<file path="config.mk">
export PLATFORM = sky130hd
export DESIGN_NAME = duty_cycle_meter
export DESIGN_NICKNAME = d
export VERILOG_FILES = /design/src/rtl/duty_cycle_pkg.sv /design/src/rtl/sync_edge_det.sv /design/src/rtl/duty_cycle_meter.sv
export SDC_FILE = /design/constraint.sdc
export NUM_CORES = 1
export LEC_CHECK = 0
export CORE_ASPECT_RATIO = 0.9
export CORE_MARGIN = 10
export CORE_UTILIZATION = 60
export CTS_CLUSTER_SIZE = 30
export DETAILED_ROUTE_END_ITERATION = 7
export PLACE_DENSITY_LB_ADDON = 0.3
export REMOVE_ABC_BUFFERS = 1
export SYNTH_ARGS = -nofsm -noshare
export SYNTH_HDL_FRONTEND = slang
export SYNTH_SLANG_ARGS = --single-unit
export TNS_END_PERCENT = 20
</file>
<file path="constraint.sdc">
create_clock -name clk -period 4.5 [get_ports clk]
set_clock_uncertainty 0.2 [all_clocks]
set_input_delay 0.9 -clock clk [delete_from_list [all_inputs] [get_ports clk]]
set_output_delay 0.9 -clock clk [all_outputs]
set_load 0.05 [all_outputs]
</file>
<file path="src/rtl/duty_cycle_pkg.sv">
// Shared types and default parameters for the duty-cycle meter.
package duty_cycle_pkg;

  localparam int unsigned DEF_CNT_W       = 16;
  localparam int unsigned DEF_SYNC_STAGES = 2;

  typedef enum logic [1:0] {
    WAIT_RISE,
    HIGH,
    LOW
  } state_e;

endpackage

</file>
<file path="src/rtl/sync_edge_det.sv">
// Synchronises an asynchronous input and flags its rising/falling edges.
module sync_edge_det
  import duty_cycle_pkg::*;
#(
  parameter int unsigned SYNC_STAGES = DEF_SYNC_STAGES
) (
  input  logic clk,
  input  logic rst,
  input  logic sig_in,
  output logic rise,
  output logic fall
);

  logic [SYNC_STAGES-1:0] sync_q;
  logic                   sig_d_q;
  logic                   sig_s;

  // Synchroniser chain plus one delayed copy of the synchronised level.
  always_ff @(posedge clk or posedge rst) begin
    if (rst) begin
      sync_q  <= '0;
      sig_d_q <= 1'b0;
    end else begin
      sync_q  <= {sync_q[SYNC_STAGES-2:0], sig_in};
      sig_d_q <= sync_q[SYNC_STAGES-1];
    end
  end

  assign sig_s = sync_q[SYNC_STAGES-1];
  assign rise  = sig_s & ~sig_d_q;
  assign fall  = ~sig_s & sig_d_q;

endmodule

</file>
<file path="src/rtl/duty_cycle_meter.sv">
// Measures high time and period of sig_in in clk cycles, rise to rise.
module duty_cycle_meter
  import duty_cycle_pkg::*;
#(
  parameter int unsigned CNT_W       = DEF_CNT_W,
  parameter int unsigned SYNC_STAGES = DEF_SYNC_STAGES
) (
  input  logic             clk,
  input  logic             rst,
  input  logic             sig_in,
  output logic [CNT_W-1:0] meas_high,
  output logic [CNT_W-1:0] meas_period,
  output logic             meas_valid,
  output logic             stuck
);

  localparam logic [CNT_W-1:0] CNT_MAX = '1;
  localparam logic [CNT_W-1:0] CNT_ONE = CNT_W'(1);

  logic rise, fall;

  state_e           state_q, state_d;
  logic [CNT_W-1:0] hi_q, hi_d;
  logic [CNT_W-1:0] per_q, per_d;
  logic [CNT_W-1:0] mh_q, mh_d;
  logic [CNT_W-1:0] mp_q, mp_d;
  logic             valid_q, valid_d;
  logic             stuck_q, stuck_d;

  sync_edge_det #(
    .SYNC_STAGES(SYNC_STAGES)
  ) u_sync (
    .clk   (clk),
    .rst   (rst),
    .sig_in(sig_in),
    .rise  (rise),
    .fall  (fall)
  );

  // State, counters and measurement registers.
  always_ff @(posedge clk or posedge rst) begin
    if (rst) begin
      state_q <= WAIT_RISE;
      hi_q    <= '0;
      per_q   <= '0;
      mh_q    <= '0;
      mp_q    <= '0;
      valid_q <= 1'b0;
      stuck_q <= 1'b0;
    end else begin
      state_q <= state_d;
      hi_q    <= hi_d;
      per_q   <= per_d;
      mh_q    <= mh_d;
      mp_q    <= mp_d;
      valid_q <= valid_d;
      stuck_q <= stuck_d;
    end
  end

  // Next-state and counting; a saturating period count aborts to WAIT_RISE.
  always_comb begin
    state_d = state_q;
    hi_d    = hi_q;
    per_d   = per_q;
    mh_d    = mh_q;
    mp_d    = mp_q;
    valid_d = 1'b0;
    stuck_d = stuck_q;
    unique case (state_q)
      WAIT_RISE: begin
        hi_d  = '0;
        per_d = '0;
        if (rise) begin
          state_d = HIGH;
          hi_d    = CNT_ONE;
          per_d   = CNT_ONE;
        end
      end
      HIGH: begin
        if (per_q == CNT_MAX) begin
          state_d = WAIT_RISE;
          hi_d    = '0;
          per_d   = '0;
          stuck_d = 1'b1;
        end else if (fall) begin
          state_d = LOW;
          per_d   = per_q + CNT_ONE;
        end else begin
          per_d = per_q + CNT_ONE;
          hi_d  = hi_q + CNT_ONE;
        end
      end
      LOW: begin
        // A rise closes the period without incrementing, so it wins over overflow.
        if (rise) begin
          mh_d    = hi_q;
          mp_d    = per_q;
          valid_d = 1'b1;
          stuck_d = 1'b0;
          hi_d    = CNT_ONE;
          per_d   = CNT_ONE;
          state_d = HIGH;
        end else if (per_q == CNT_MAX) begin
          state_d = WAIT_RISE;
          hi_d    = '0;
          per_d   = '0;
          stuck_d = 1'b1;
        end else begin
          per_d = per_q + CNT_ONE;
        end
      end
      default: begin
        state_d = WAIT_RISE;
        hi_d    = '0;
        per_d   = '0;
      end
    endcase
  end

  assign meas_high   = mh_q;
  assign meas_period = mp_q;
  assign meas_valid  = valid_q;
  assign stuck       = stuck_q;

endmodule

</file>
==> results list, run 1 <==
- The flow ran to the end, and the final reports show no timing, DRC or antenna violations.
- Number of enable flip-flop cells after synthesis: 0
- The worst setup path is of the register to register kind.
- After synthesis, the share of flip-flops with an asynchronous set or reset is between 90% and 100%.
- The detail route stage leaves a number of antenna-violating nets equal to 0.
- Total Routing Usage GR: between 15 and 20%
- Kind of end point of the critical path: register
- For the pin with the worst max-slew slack, the measured transition is between 1 and 1.5 ns.
- Net switching fraction of the power: about a third
- The die is approximately 98 µm wide.
- Post-CTS Repair Setup Buffers: 0
- STA classifies the critical path startpoint as a register.
- Clock-pin slew on the worst setup and hold paths: approximately 0.080 ns
- GRT met2 Usage: a little over a quarter
* Start point of the worst min-delay path: u_sync.sync_q[0]
- Summing all placed instances gives a cell area of around 3700 µm².
- Register share of total power: about two fifths
* Overall die area: roughly 8900 µm²
* Total placed cells including tap cells: about 440
- During synthesis, Yosys emitted a total of 0 warnings.
- Wire length of the first global-routing pass: 12900 µm
- The endpoint identified for the worst register-to-register timing path is per_q[9].
- Launch point of the worst path: per_q[1]
- Detailed routing inserted a total of 2739 vias.
* Max-cap viol count: 0
* Number of slew-limit violations in the final report: 0
* Share of the synthesized area in compound gates (AO/OA/AOI/OAI): 11.0%
- Global routing used around 6.9% of the available met3 tracks.
* Setup TNS: 0 ns
- Period utilisation layout: between 60 and 70%
* H-tree levels: 3
- Setup repair after global routing left no endpoint under its margin.
- Counting every instance in the synthesized netlist gives 352.
- Max rail drop VDD: between 500 and 600 µV
- Summing all non-filler instances in the final layout gives an area of about 4000 µm².
* Post-Synth Adder-Cell Area: 2.28%
- Filler-free cell count of the finished design: between 400 and 500
- After clock tree synthesis, the flow added hold-fix buffers numbering 0.
- Internal cell power: 1.22 mW
* Cell at the root of the clock tree: clkbuf_8
* IO buf count: 36
* Number of remaining DRC errors: 0
- Top-Level Pins: 37
* Area of the core: between 5000 and 6000 µm²
- Number of DRC markers after the initial detailed-route iteration: around 250
- Worst max-slew margin expressed relative to the limit: 33.0%
- Antenna violations before repair: 0
- Multiplexer cells account for less than 1% of the synthesized area.
- From synthesis to final layout, the design area changed by 19.2%.
* Average footprint of a synthesized cell: ~9.4 µm²
- Time the worst path needs with I/O delays and setup: between 2 and 3 ns
* Largest net degree at the start of global routing: 40
* Overall routed net length: 7370 µm
- Total gr overflow: 0
- Cts repair resizes: 0
- Ant. Diodes: 0
- The congestion estimate from routability-driven global placement came to between 0.8 and 0.9.
- After layout, the design draws a total of 1.85 mW.
- Drt pass-1 iters: 4
* CTS Buf Count: 9
* Syn Std Cell Area: 3290 µm²
- Combinational family with the most area after synthesis: simple AND/OR/NAND/NOR gates
- Setup slack on the worst reg-to-reg path comes out at 1.72 ns.
- The floorplan step set the die height to about 90 µm.
- Fmax: 360 MHz
- Hold-critical path endpoint: u_sync.sync_q[1]
- Reg-to-reg critical path startpoint: per_q[1]
- CTS tree: yes
- Logic gate share of total power: about 27%
- Global routing used about 22% of the available met1 tracks.
- For the worst setup path, the data required time is ~4.5 ns.
- The min-delay analysis places its worst path in the category register to register.
- After synthesis, flip-flops and latches occupy ~54% of the total area.
- Worst EP arrival: roughly 2.8 ns
* GRT busiest layer: met2
- The tree built by TritonCTS fans out to 71 sinks.
* Cell leakage power: approximately 1.8 nW
- Yosys cell types: 36
- For this configuration, the core starts out at a cell density of slightly above 60%.
* Register bit count reported by yosys: 71
* Switching power total: 0.626 mW
* Worst hold path depth: 0
- Via density: 6.01
- CTS Buffer Depth: 2
- Final setup fails: 0
- Number of global-route vias before repair: around 2700
* CP Max Fanout: 24
* Fraction of layout cells with a size suffix above 1: under 10%
- The share of total power dissipated in the clock network is roughly a third.
* Post-DR wirelength/cell: approximately 16 µm
* Synth Area in XOR/XNOR: ~3.2%
* Total power density per cell area: about 470 nW/µm²
- Counting cells, the worst reg-to-reg path comes to 5.
- Post-DP HPWL: between 4000 and 5000 µm
- In the synthesized netlist the dominant register cell turns out to be dfrtp_1.
- Rows: 25
- After Yosys synthesis, and, or, nand and nor cells account for between 20% and 30% of the synthesized area.
* Number of nets in the layout: 394
- The total count of hold-check failures in the final report is 0.
- The later pin in the worst-skew pair is clocked with a latency of approximately 0.35 ns.
state kept, by name, summed over array words and instances, names as in the netlist:
name,cells
hi_q,16
meas_high,16
meas_period,16
per_q,16
state_q,2
u_sync.sync_q,2
meas_valid,1
stuck,1
u_sync.sig_d_q,1
kinds of logic after synthesis:
kind of cell               count (synthesis)
AOI/OAI and AO/OA                         51
xor gates and xnor gates                  12
adders and majority gates                  6
buffers and inverters                     27
DFF                                       71
muxes                                      1
and+or+nand+nor                          184
metrics by stage:
stage / setup slack, ns / hold WS, ns / util [%]
floorplan: 1.60 / 0.131 / -
global placement: 1.87 / 0.135 / 69.8
detailed placement: 1.73 / 0.139 / 69.8
CTS: 1.72 / 0.154 / 74.2
global route: 1.50 / 0.171 / 74.2
finish: 1.72 / 0.152 / 74.2
power groups by stage:
stage	clock network [mW]	registers, mW	logic [mW]
6_report	0.605	0.740	0.505
5_1_grt	0.642	0.748	0.560
4_1_cts	0.613	0.738	0.507
3_5_place_dp	0	0.750	0.502
3_3_place_gp	0	0.746	0.482
2_1_floorplan	0	0.809	0.298
placed cells by master, fill, tap and decap left out, types with 3 or more instances in the layout:
cell	Yosys	layout
bufinv_16	0	3
inv_1	9	8
and4_1	3	3
nor4_1	10	10
buf_4	0	4
o21ai_0	6	6
a21oi_1	5	5
or3_1	10	10
nand2b_1	4	4
clkbuf_8	0	9
nand3_1	12	12
clkdlybuf4s50_1	0	36
nor2_1	17	17
dfrtp_1	71	71
xnor2_1	7	7
ha_1	6	6
xor2_1	5	5
a31oi_1	25	25
nor3_1	4	4
nand4_1	10	10
nand2_1	104	104
and3_1	4	4
a41oi_1	3	3
cells in the mapped netlist, types with 5 or more instances:
cell type | n | area share, %
nand2_1 | 104 | 12
dfrtp_1 | 71 | 54
a31oi_1 | 25 | 4.8
nor2_1 | 17 | 1.9
nand3_1 | 12 | 1.8
clkbuf_1 | 10 | 1.1
nand4_1 | 10 | 1.9
nor4_1 | 10 | 1.9
or3_1 | 10 | 1.9
inv_1 | 9 | 1.0
xnor2_1 | 7 | 1.9
buf_2 | 6 | 0.91
ha_1 | 6 | 2.3
o21ai_0 | 6 | 0.91
a21oi_1 | 5 | 0.76
xor2_1 | 5 | 1.3
worst max path at each step:
stage	to	slack, ns	cells past startpoint
global route	per_q[13]	1.50	5
floorplan	hi_q[0]	1.60	1
global placement	per_q[12]	1.87	5
detailed placement	per_q[10]	1.73	5
CTS	per_q[10]	1.72	5
finish	per_q[9]	1.72	5
critical path, stage by stage, from the launching register on:
cell and delay [ns]:
dfrtp_1 0.43, ha_1 0.25, nand3_1 0.13, or4_1 0.93
nand2b_1 0.58, nor2_1 0.12
metal layers:
| metal | part of all wire, % | vias to the layer above |
|---|---|---|
| met5 | 0 | - |
| met4 | 1.1 | 0 |
| met3 | 7.7 | 8 |
| met2 | 47 | 85 |
| met1 | 44 | 1353 |
| li1 | - | 1293 |
cell type report:
cell class | instances | area, µm²
flip-flops and latches | 71 | 1780
multi-input cells | 254 | 1410
well taps | 67 | 83.8
clock buffers | 9 | 124
clock inverters | 6 | 110
fillers | 372 | 1360
repair buffers | 40 | 390
inverters | 9 | 33.8
Note: power is estimated with default switching activity, not from simulation.
==> run 2, diff against run 1 <==
--- a/config.mk
+++ b/config.mk
@@ -7,7 +7,7 @@
 export LEC_CHECK = 0
 export CORE_ASPECT_RATIO = 0.9
 export CORE_MARGIN = 10
-export CORE_UTILIZATION = 60
+export CORE_UTILIZATION = 50
 export CTS_CLUSTER_SIZE = 30
 export DETAILED_ROUTE_END_ITERATION = 7
 export PLACE_DENSITY_LB_ADDON = 0.3
==> constraint.sdc (replaced) <==
create_clock -name clk -period 2.5 [get_ports clk]
set_clock_uncertainty 0.2 [all_clocks]
set_input_delay 0.5 -clock clk [delete_from_list [all_inputs] [get_ports clk]]
set_output_delay 0.5 -clock clk [all_outputs]
set_load 0.05 [all_outputs]
==> run 2 against run 1 <==
Flip-flop and latch count stayed put. Final cell count increased by 6.4%. Clock-buffer cell count up 1. Non-clock buffer count up 8. Combinational power up 88%. Via count is 0.33% lower. Total power is 72% higher. First-iteration DRC count is 36% lower. Final area rose by 1.9%. Critical path type unchanged. Largest cell class unchanged. Highest routed layer unchanged.
==> results list, run 2 (synthesis results as in run 1) <==
- Status: finished clean (unchanged).
- The post-detailed-routing wire length was 7180 µm (was 7370 µm).
- Total area of sequential cells: 1780 µm² (unchanged)
* Hold violation total from the final report: 0 (unchanged)
- Commonest cells after routing, fill and taps aside: nand2_1, dfrtp_1, clkdlybuf4s50_1 (unchanged).
* Footprint of the multi-input gates: 1410 µm² (unchanged)
* CTS tree: yes (unchanged)
- The largest fanout on the critical path came to 24 (unchanged).
* Via density: 5.63 (was 6.01)
* Wire length of the first global-routing pass: 12500 µm (was 12900 µm)
- The power after layout was 3.18 mW (was 1.85 mW).
- Filler-free cell count of the finished design: 485 (was 456)
- The transition time of the tightest slew-check pin was 0.511 ns (was 1.00 ns).
* Fmax: 434 MHz (was 360 MHz)
* Kind of end point of the critical path: register (unchanged)
* Critical path required time: 2.58 ns (was 4.51 ns)
- The chip height came to 97.0 µm (was 90.3 µm).
- The HPWL after detailed placement came to 4820 µm (was 4830 µm).
* Vias after detailed routing: 2730 (was 2739)
* Top-Level Pins: 37 (unchanged)
- Area growth from synthesis to layout: 21.5% (was 19.2%)
- Antenna-violating nets left: 0 (unchanged)
- Top routing layer in use: met4 (unchanged)
* Cell leakage power: 1.83 nW (was 1.80 nW)
- Number of global-route vias before repair: 2693 (was 2744)
- The tightest slew margin relative to the limit is 65.6% (was 33.0%).
* Number of remaining DRC errors: 0 (unchanged)
* Max rail drop VDD: 618 µV (was 599 µV)
* Total length of routed met3 wires: 618 µm (was 568 µm)
* Overall die area: 10200 µm² (was 8850 µm²)
- IO buf count: 36 (unchanged)
- Width of the chip: 106 µm (was 98.1 µm)
- The share of final-layout standard cells stronger than drive strength 1 is 8.29% (was 6.43%).
- Most frequent standard cell in the layout excluding fill and tap cells: nand2_1 (unchanged)
- The number of cells after detailed placement was 469 (was 441).
* Area of the core: 6250 µm² (was 5290 µm²)
- Setup repair after global routing missed its margin: false (unchanged)
- Rows: 27 (was 25)
- The data arrival time of the critical path came to 2.38 ns (was 2.79 ns).
- Clock-pin slew on the worst setup and hold paths: 0.07 ns (was 0.08 ns)
- Ant. Diodes: 0 (unchanged)
- The path type of the worst setup path is register to register (unchanged).
- Total power density per cell area: 795 nW/µm² (was 471 nW/µm²)
- The total congestion overflow after global routing is 0 (unchanged).
- The average detailed-routed wire length per instance was 14.8 µm (was 16.2 µm).
- The maximum number of pins on one net before global-route repair is 72 (was 40).
- Sinks on Clock Net: 71 (unchanged)
- Startpoint type of the worst setup path: register (unchanged)
* H-tree levels: 3 (unchanged)
* Antenna violations before repair: 0 (unchanged)
- The number of setup violations in the final report came to 0 (unchanged).
- Met1 layer wirelength in the final routing: 3240 µm (was 3250 µm)
- The worst-case hold slack is 0.156 ns (was 0.152 ns).
* Period utilisation layout: 92.2% (was 61.7%)
* Setup TNS: 0 ns (unchanged)
- The final critical delay including setup and external delays was 2.30 ns (was 2.78 ns).
- Length of routed met2 wiring: 3210 µm (was 3470 µm)
- Final-layout fill cell count: 528 (was 372)
- The buffer levels on the longest clock path was 2 (unchanged).
- The total of max-cap violations came to 0 (unchanged).
- Cts repair resizes: 0 (unchanged)
- The total setup buffers inserted after CTS came to 0 (unchanged).
- Clk_lat worst skew: 0.35 ns (about the same)
- Number of slew-limit violations in the final report: 0 (unchanged)
- The count of hold buffers inserted by post-cts repair was 0 (unchanged).
- The effective utilization at floorplan was 52.7% (was 62.3%).
* Cell at the root of the clock tree: clkbuf_8 (unchanged)
* Number of nets in the layout: 402 (was 394)
- Drt pass-1 iters: 4 (unchanged)
* CTS Buf Count: 9 (unchanged)
- Total Routing Usage GR: 14.5% (was 17.2%)
* Last weighted congestion value of the routability-driven placer: 0.834 (was 0.828)
- The kind of path behind the tightest hold check is register to register (unchanged).
- The iteration-0 DRC count of the detailed router came to 157 (was 246).
==> run 2: changes by cell type in the layout (fill, tap and decap cells not counted), sizes merged <==
cell      change
buf           +8
bufinv        -2
clkbuf        +1
clkinvlp      +1
inv           +1
==> run 2: cell type report <==
type,count,area share (%)
Timing Repair Buffer,48,11.9
Multi-Input combinational cell,254,35.2
Clock buffer,10,3.19
Inverter,9,0.845
Sequential cell,71,44.4
Clock inverter,6,1.75
Tap cell,87,2.72
==> run 2: layer usage <==
layer  up-vias  track usage, %
li1       1313               -
met1      1299            18.7
met2       105            21.0
met3        13            6.35
met4         0            5.27
met5         -               0
==> run 2: path summary, 6_finish.rpt <==
path / start / end / cells after the start / slack (ns)
setup reg to reg: per_q[1] / state_q[0] / 6 / 0.20
min in group asynchronous: rst / meas_valid / 3 / 0.37
max in group asynchronous: rst / stuck / 3 / 1.44
hold reg to reg: u_sync.sync_q[0] / u_sync.sync_q[1] / 0 / 0.16
hold / removal: u_sync.sync_q[0] / u_sync.sync_q[1] / 0 / 0.16
setup / recovery: per_q[1] / state_q[0] / 6 / 0.20
==> run 2: power by group <==
part	switching, mW	internal, mW
clock network	0.442	0.466
registers	0.0823	1.24
logic	0.609	0.341
total	1.13	2.04
==> run 2: through the flow <==
stage | setup WS [ns] | area [µm²] | util (%)
2_1_floorplan | 0.00343 | 3220 | -
3_3_place_gp | 0.307 | 3800 | 60.8
3_5_place_dp | 0.214 | 3800 | 60.8
4_1_cts | 0.193 | 4000 | 64.0
5_1_grt | 0.0207 | 4000 | 64.0
6_report | 0.196 | 4000 | 64.0
==> run 2: worst max-delay path: stages, from the launching register on <==
cell	delay, ns
dfrtp_1	0.42
ha_1	0.25
nand3_1	0.13
or4_1	0.58
buf_12	0.19
a2111oi_4	0.33
a31o_1	0.14
==> variant 1 (config.mk and constraints of run 1) <==
Take the reset off `hi_q` and load it in a clocked block of its own.
--- a/src/rtl/duty_cycle_meter.sv
+++ b/src/rtl/duty_cycle_meter.sv
@@ -41,7 +41,6 @@
   always_ff @(posedge clk or posedge rst) begin
     if (rst) begin
       state_q <= WAIT_RISE;
-      hi_q    <= '0;
       per_q   <= '0;
       mh_q    <= '0;
       mp_q    <= '0;
@@ -49,13 +48,16 @@
       stuck_q <= 1'b0;
     end else begin
       state_q <= state_d;
-      hi_q    <= hi_d;
       per_q   <= per_d;
       mh_q    <= mh_d;
       mp_q    <= mp_d;
       valid_q <= valid_d;
       stuck_q <= stuck_d;
     end
+  end
+
+  always_ff @(posedge clk) begin
+    hi_q <= hi_d;
   end
 
   // Next-state and counting; a saturating period count aborts to WAIT_RISE.
Check against the original RTL: same outputs for any inputs over 10 cycles, from zero or initial values and one cycle with rst high; that may be too few to reach the edited logic, so the function may still have changed.
==> variant 1 against run 1 <==
Routed wire length shrank 22%. Design area decreased by 1.9%. Power grew 16%. Sequential cell count unchanged. Worst setup slack gained 0.16 ns. Synthesized cell count down 27%. Area after synthesis decreased by 1.7%. Critical path type is now reg -> out.
==> variant 1: results (changes against run 1) <==
| Metric | Value |
|---|---|
| First-pass GRT wire length | `9720 µm (was 12900 µm)` |
| Routed wire length | `5760 µm (was 7370 µm)` |
| Maximum fanout along the worst path | `2 (was 24)` |
| Metal2 WL | `2620 µm (was 3470 µm)` |
| Critical-path top delay cell | `clkdlybuf4s50_1 (was or4_1)` |
| Most frequent cell after synthesis | `dfrtp_1 (was nand2_1)` |
| Netlist cell types | `40 (was 36)` |
| Storage cell area | `0.00186 mm² (was 0.00178 mm²)` |
| Mux share of post-synthesis cell area | `0.114 (was 0.00304)` |
| #MultiIn Comb | `170 (was 254)` |
| Status | `completed (unchanged)` |
| Placer congestion estimate | `0.780 (was 0.828)` |
| Met3 routed WL | `468 µm (was 568 µm)` |
| Clk. pwr | `586 µW (was 605 µW)` |
| # clk buffers | `11 (was 9)` |
| Layout cells sized above 1 | `0.188 (was 0.0643)` |
| M2 GR Usage | `0.209 (was 0.265)` |
| Commonest cells post-synth | `55 x dfrtp_1, 33 x nor2_1, 32 x mux2_2 (was 104 x nand2_1, 71 x dfrtp_1, 25 x a31oi_1)` |
| PwrDens | `556 mW/mm² (was 471 mW/mm²)` |
| Met1 GRT Util | `0.163 (was 0.215)` |
| Signal buf overhead | `0.0956 (was 0.0995)` |
| Switching pwr | `750 µW (was 626 µW)` |
| Tot GR Track Use | `0.138 (was 0.172)` |
| Area after DPL | `0.00361 mm² (was 0.00369 mm²)` |
| Filler cells | `366 (was 372)` |
| Layout clock area frac | `0.0621 (was 0.0596)` |
| Vias in the first global route | `2044 (was 2744)` |
| DP HPWL | `3980 µm (was 4830 µm)` |
| Crit path DAT | `1.51 ns (was 2.79 ns)` |
| Final nets | `307 (was 394)` |
| Synth top area cells | `dfrtp_1 43%, edfxtp_1 15%, mux2_2 11% (was dfrtp_1 54%, nand2_1 12%, a31oi_1 4.8%)` |
| Leak Pwr | `0.00164 µW (was 0.00180 µW)` |
| Largest net degree at the start of global routing | `56 (was 40)` |
| Fraction of area in multi-input gates | `0.329 (was 0.358)` |
| Register area share after synthesis | `0.574 (was 0.540)` |
| Met1 Wirelength | `2600 µm (was 3250 µm)` |
| Initial DRC Count | `82 (was 246)` |
| Adder-cell area share of the yosys netlist | `0.0232 (was 0.0228)` |
| Number of flops mapped to enable cells by yosys | `16 (was 0)` |
| Comb pwr share | `0.298 (was 0.273)` |
| Detailed-route via count | `2025 (was 2739)` |
| Post-synthesis compound-gate area fraction | `0.0209 (was 0.110)` |
| Met3 usage | `0.0719 (was 0.0689)` |
| Critical Path Max Stage Delay | `0.81 ns (was 0.93 ns)` |
| Rel. slew slack | `0.263 (was 0.330)` |
| Asr flop ratio synth | `0.775 (was 1.00)` |
| Buffers, non-clock | `37 (was 40)` |
| XOR/XNOR Fraction of Synth Area | `0.0758 (was 0.0319)` |
-- variant 1: cell types whose count changed after synthesis, moves of 16 or more --
cell      before  now
nand2_1      104   10
mux2_2         0   32
dfrtp_1       71   55
a31oi_1       25    0
nor2_1        17   33
edfxtp_1       0   16
-- variant 1: final timing paths --
check / from / end / slack [ns]
max in group asynchronous: rst / state_q[1] / 2.44
setup / recovery: meas_high[9] / meas_high[9] / 1.89
min in group asynchronous: rst / meas_period[13] / 0.97
setup reg to reg: per_q[0] / hi_q[0] / 1.92
hold reg to reg: u_sync.sync_q[0] / u_sync.sync_q[1] / 0.15
hold / removal: u_sync.sync_q[0] / u_sync.sync_q[1] / 0.15
-- variant 1: per-stage QoR --
stage / setup slack (ns) / std cells / total power [µW]
floorplan: 2.06 / 250 / 1370
global placement: 2.02 / 354 / 1550
detailed placement: 1.95 / 354 / 1570
CTS: 1.86 / 370 / 2160
global route: 1.75 / 370 / 2260
finish: 1.89 / 370 / 2140
==> variant 2 (flow settings as in run 1) <==
Without the edit above. Set the package constant `DEF_CNT_W` to 14 (it was 16).
--- a/src/rtl/duty_cycle_pkg.sv
+++ b/src/rtl/duty_cycle_pkg.sv
@@ -1,7 +1,7 @@
 // Shared types and default parameters for the duty-cycle meter.
 package duty_cycle_pkg;
 
-  localparam int unsigned DEF_CNT_W       = 16;
+  localparam int unsigned DEF_CNT_W       = 14;
   localparam int unsigned DEF_SYNC_STAGES = 2;
 
   typedef enum logic [1:0] {
Ports: changed (resized meas_high and meas_period); port bits go from 37 to 33. The function was not compared with the original's and may differ.
==> variant 2 against run 1 <==
Sequential share of layout area shrank 0.10 points. Design area shrank 11%. Power shrank 13%. Area after synthesis shrank 11%. Routed wire length shrank 22%. Combinational power shrank 6.7%. Worst setup slack gained 0.17 ns. Sequential cell count shrank 8.
==> variant 2: results (changes against run 1) <==
| Metric | Value |
|---|---|
| Status | `completed (unchanged)` |
| RR Startpoint | `state_q[0] (was per_q[1])` |
| Detailed-route via count | `2106 (was 2739)` |
| Post-synth top area share | `0.537 (was 0.540)` |
| Reg2reg setup slack | `2.04 ns (was 1.72 ns)` |
| Vias in the first global route | `2046 (was 2744)` |
| Synth top area cells | `dfrtp_1 54%, mux2_2 11%, a31oi_1 4.0% (was dfrtp_1 54%, nand2_1 12%, a31oi_1 4.8%)` |
| Routed wire length | `5770 µm (was 7370 µm)` |
| Pre-CTS setup slack | `2.07 ns (was 1.73 ns)` |
| Leak Pwr | `0.00159 µW (was 0.00180 µW)` |
| R2R depth | `6 (was 5)` |
| Critical Path Max Stage Delay | `0.81 ns (was 0.93 ns)` |
| Gate Count Post-Synth | `253 (was 352)` |
| XOR/XNOR Fraction of Synth Area | `0.0358 (was 0.0319)` |
| First-pass GRT wire length | `9630 µm (was 12900 µm)` |
| Dpl cells | `340 (was 441)` |
| DP HPWL | `3860 µm (was 4830 µm)` |
| Vias per cell | `5.92 (was 6.01)` |
| Register area share after synthesis | `0.537 (was 0.540)` |
| Netlist cell types | `44 (was 36)` |
| Clock Tree Buf Depth | `2 (unchanged)` |
| Area after DPL | `0.00330 mm² (was 0.00369 mm²)` |
| Initial DRC Count | `202 (was 246)` |
| Mux share of post-synthesis cell area | `0.115 (was 0.00304)` |
| Critical path's top delay family | `buffers and inverters (was simple AND/OR/NAND/NOR gates)` |
| Tot GR Track Use | `0.150 (was 0.172)` |
| Placer congestion estimate | `0.789 (was 0.828)` |
| Adder-cell area share of the yosys netlist | `0.0256 (was 0.0228)` |
| Commonest cells post-synth | `63 x dfrtp_1, 29 x mux2_2, 19 x a31oi_1 (was 104 x nand2_1, 71 x dfrtp_1, 25 x a31oi_1)` |
| Met1 GRT Util | `0.187 (was 0.215)` |
| Maximum fanout along the worst path | `2 (was 24)` |
| Maximum VDD drop | `371 µV (was 599 µV)` |
| Largest net degree at the start of global routing | `45 (was 40)` |
| Switching pwr | `551 µW (was 626 µW)` |
variant 2: cell count changes in the layout (fill, tap and decap cells not counted), sizes merged, moves of 3 or more:
cell                  run 1  this run
mux2                      0        29
a31oi                    25        19
and3                      4         9
clkbuf                    9        12
a31o                      3         0
or3                      10         2
clkdlybuf4s50            36        32
nand2                   105        11
dfrtp                    71        63
nor4                     10         2
variant 2: routing by layer:
metal | part of all wire | wire length, µm
met2 | 0.46 | 2640
met1 | 0.45 | 2580
met3 | 0.072 | 414
met5 | 0 | 0
met4 | 0.025 | 143
variant 2: layout make-up:
type                            instances  area, µm²
Sequential cell                        63       1580
Tap cell                               65       81.3
Timing Repair Buffer                   34        335
Clock inverter                          4       45.0
Clock buffer                           12        145
Fill cell                             360       1310
Multi-Input combinational cell        171       1280
Inverter                                7       26.3
variant 2: how the worst max path moves through the flow:
stage | start | endpoint | slack [ns] | cells past startpoint
6_report | meas_high[6] | meas_high[6] | 1.89 | 1
5_1_grt | state_q[0] | hi_q[7] | 1.76 | 6
4_1_cts | meas_period[4] | meas_period[4] | 1.87 | 1
3_5_place_dp | state_q[0] | hi_q[7] | 2.07 | 6
3_3_place_gp | state_q[0] | hi_q[7] | 2.13 | 6
2_1_floorplan | rst | hi_q[0] | 1.83 | 1
variant 2: logic make-up after synthesis:
group | Yosys count
flops | 63
compound gates | 39
buf+inv | 19
mux | 30
xor+xnor | 12
simple gates | 84
fa+ha+maj | 6
variant 2: stage by stage:
stage               total power, µW  hold WS [ns]
global placement               1120         0.133
floorplan                      1010         0.131
global route                   1690         0.166
CTS                            1610         0.162
finish                         1600         0.155
detailed placement             1140         0.146
variant 2: power by group through the flow:
stage,clock network (µW),registers (µW),logic [µW]
finish,474,659,471
global placement,0,666,457
global route,509,666,520
CTS,483,659,473
detailed placement,0,668,468
floorplan,0,735,272
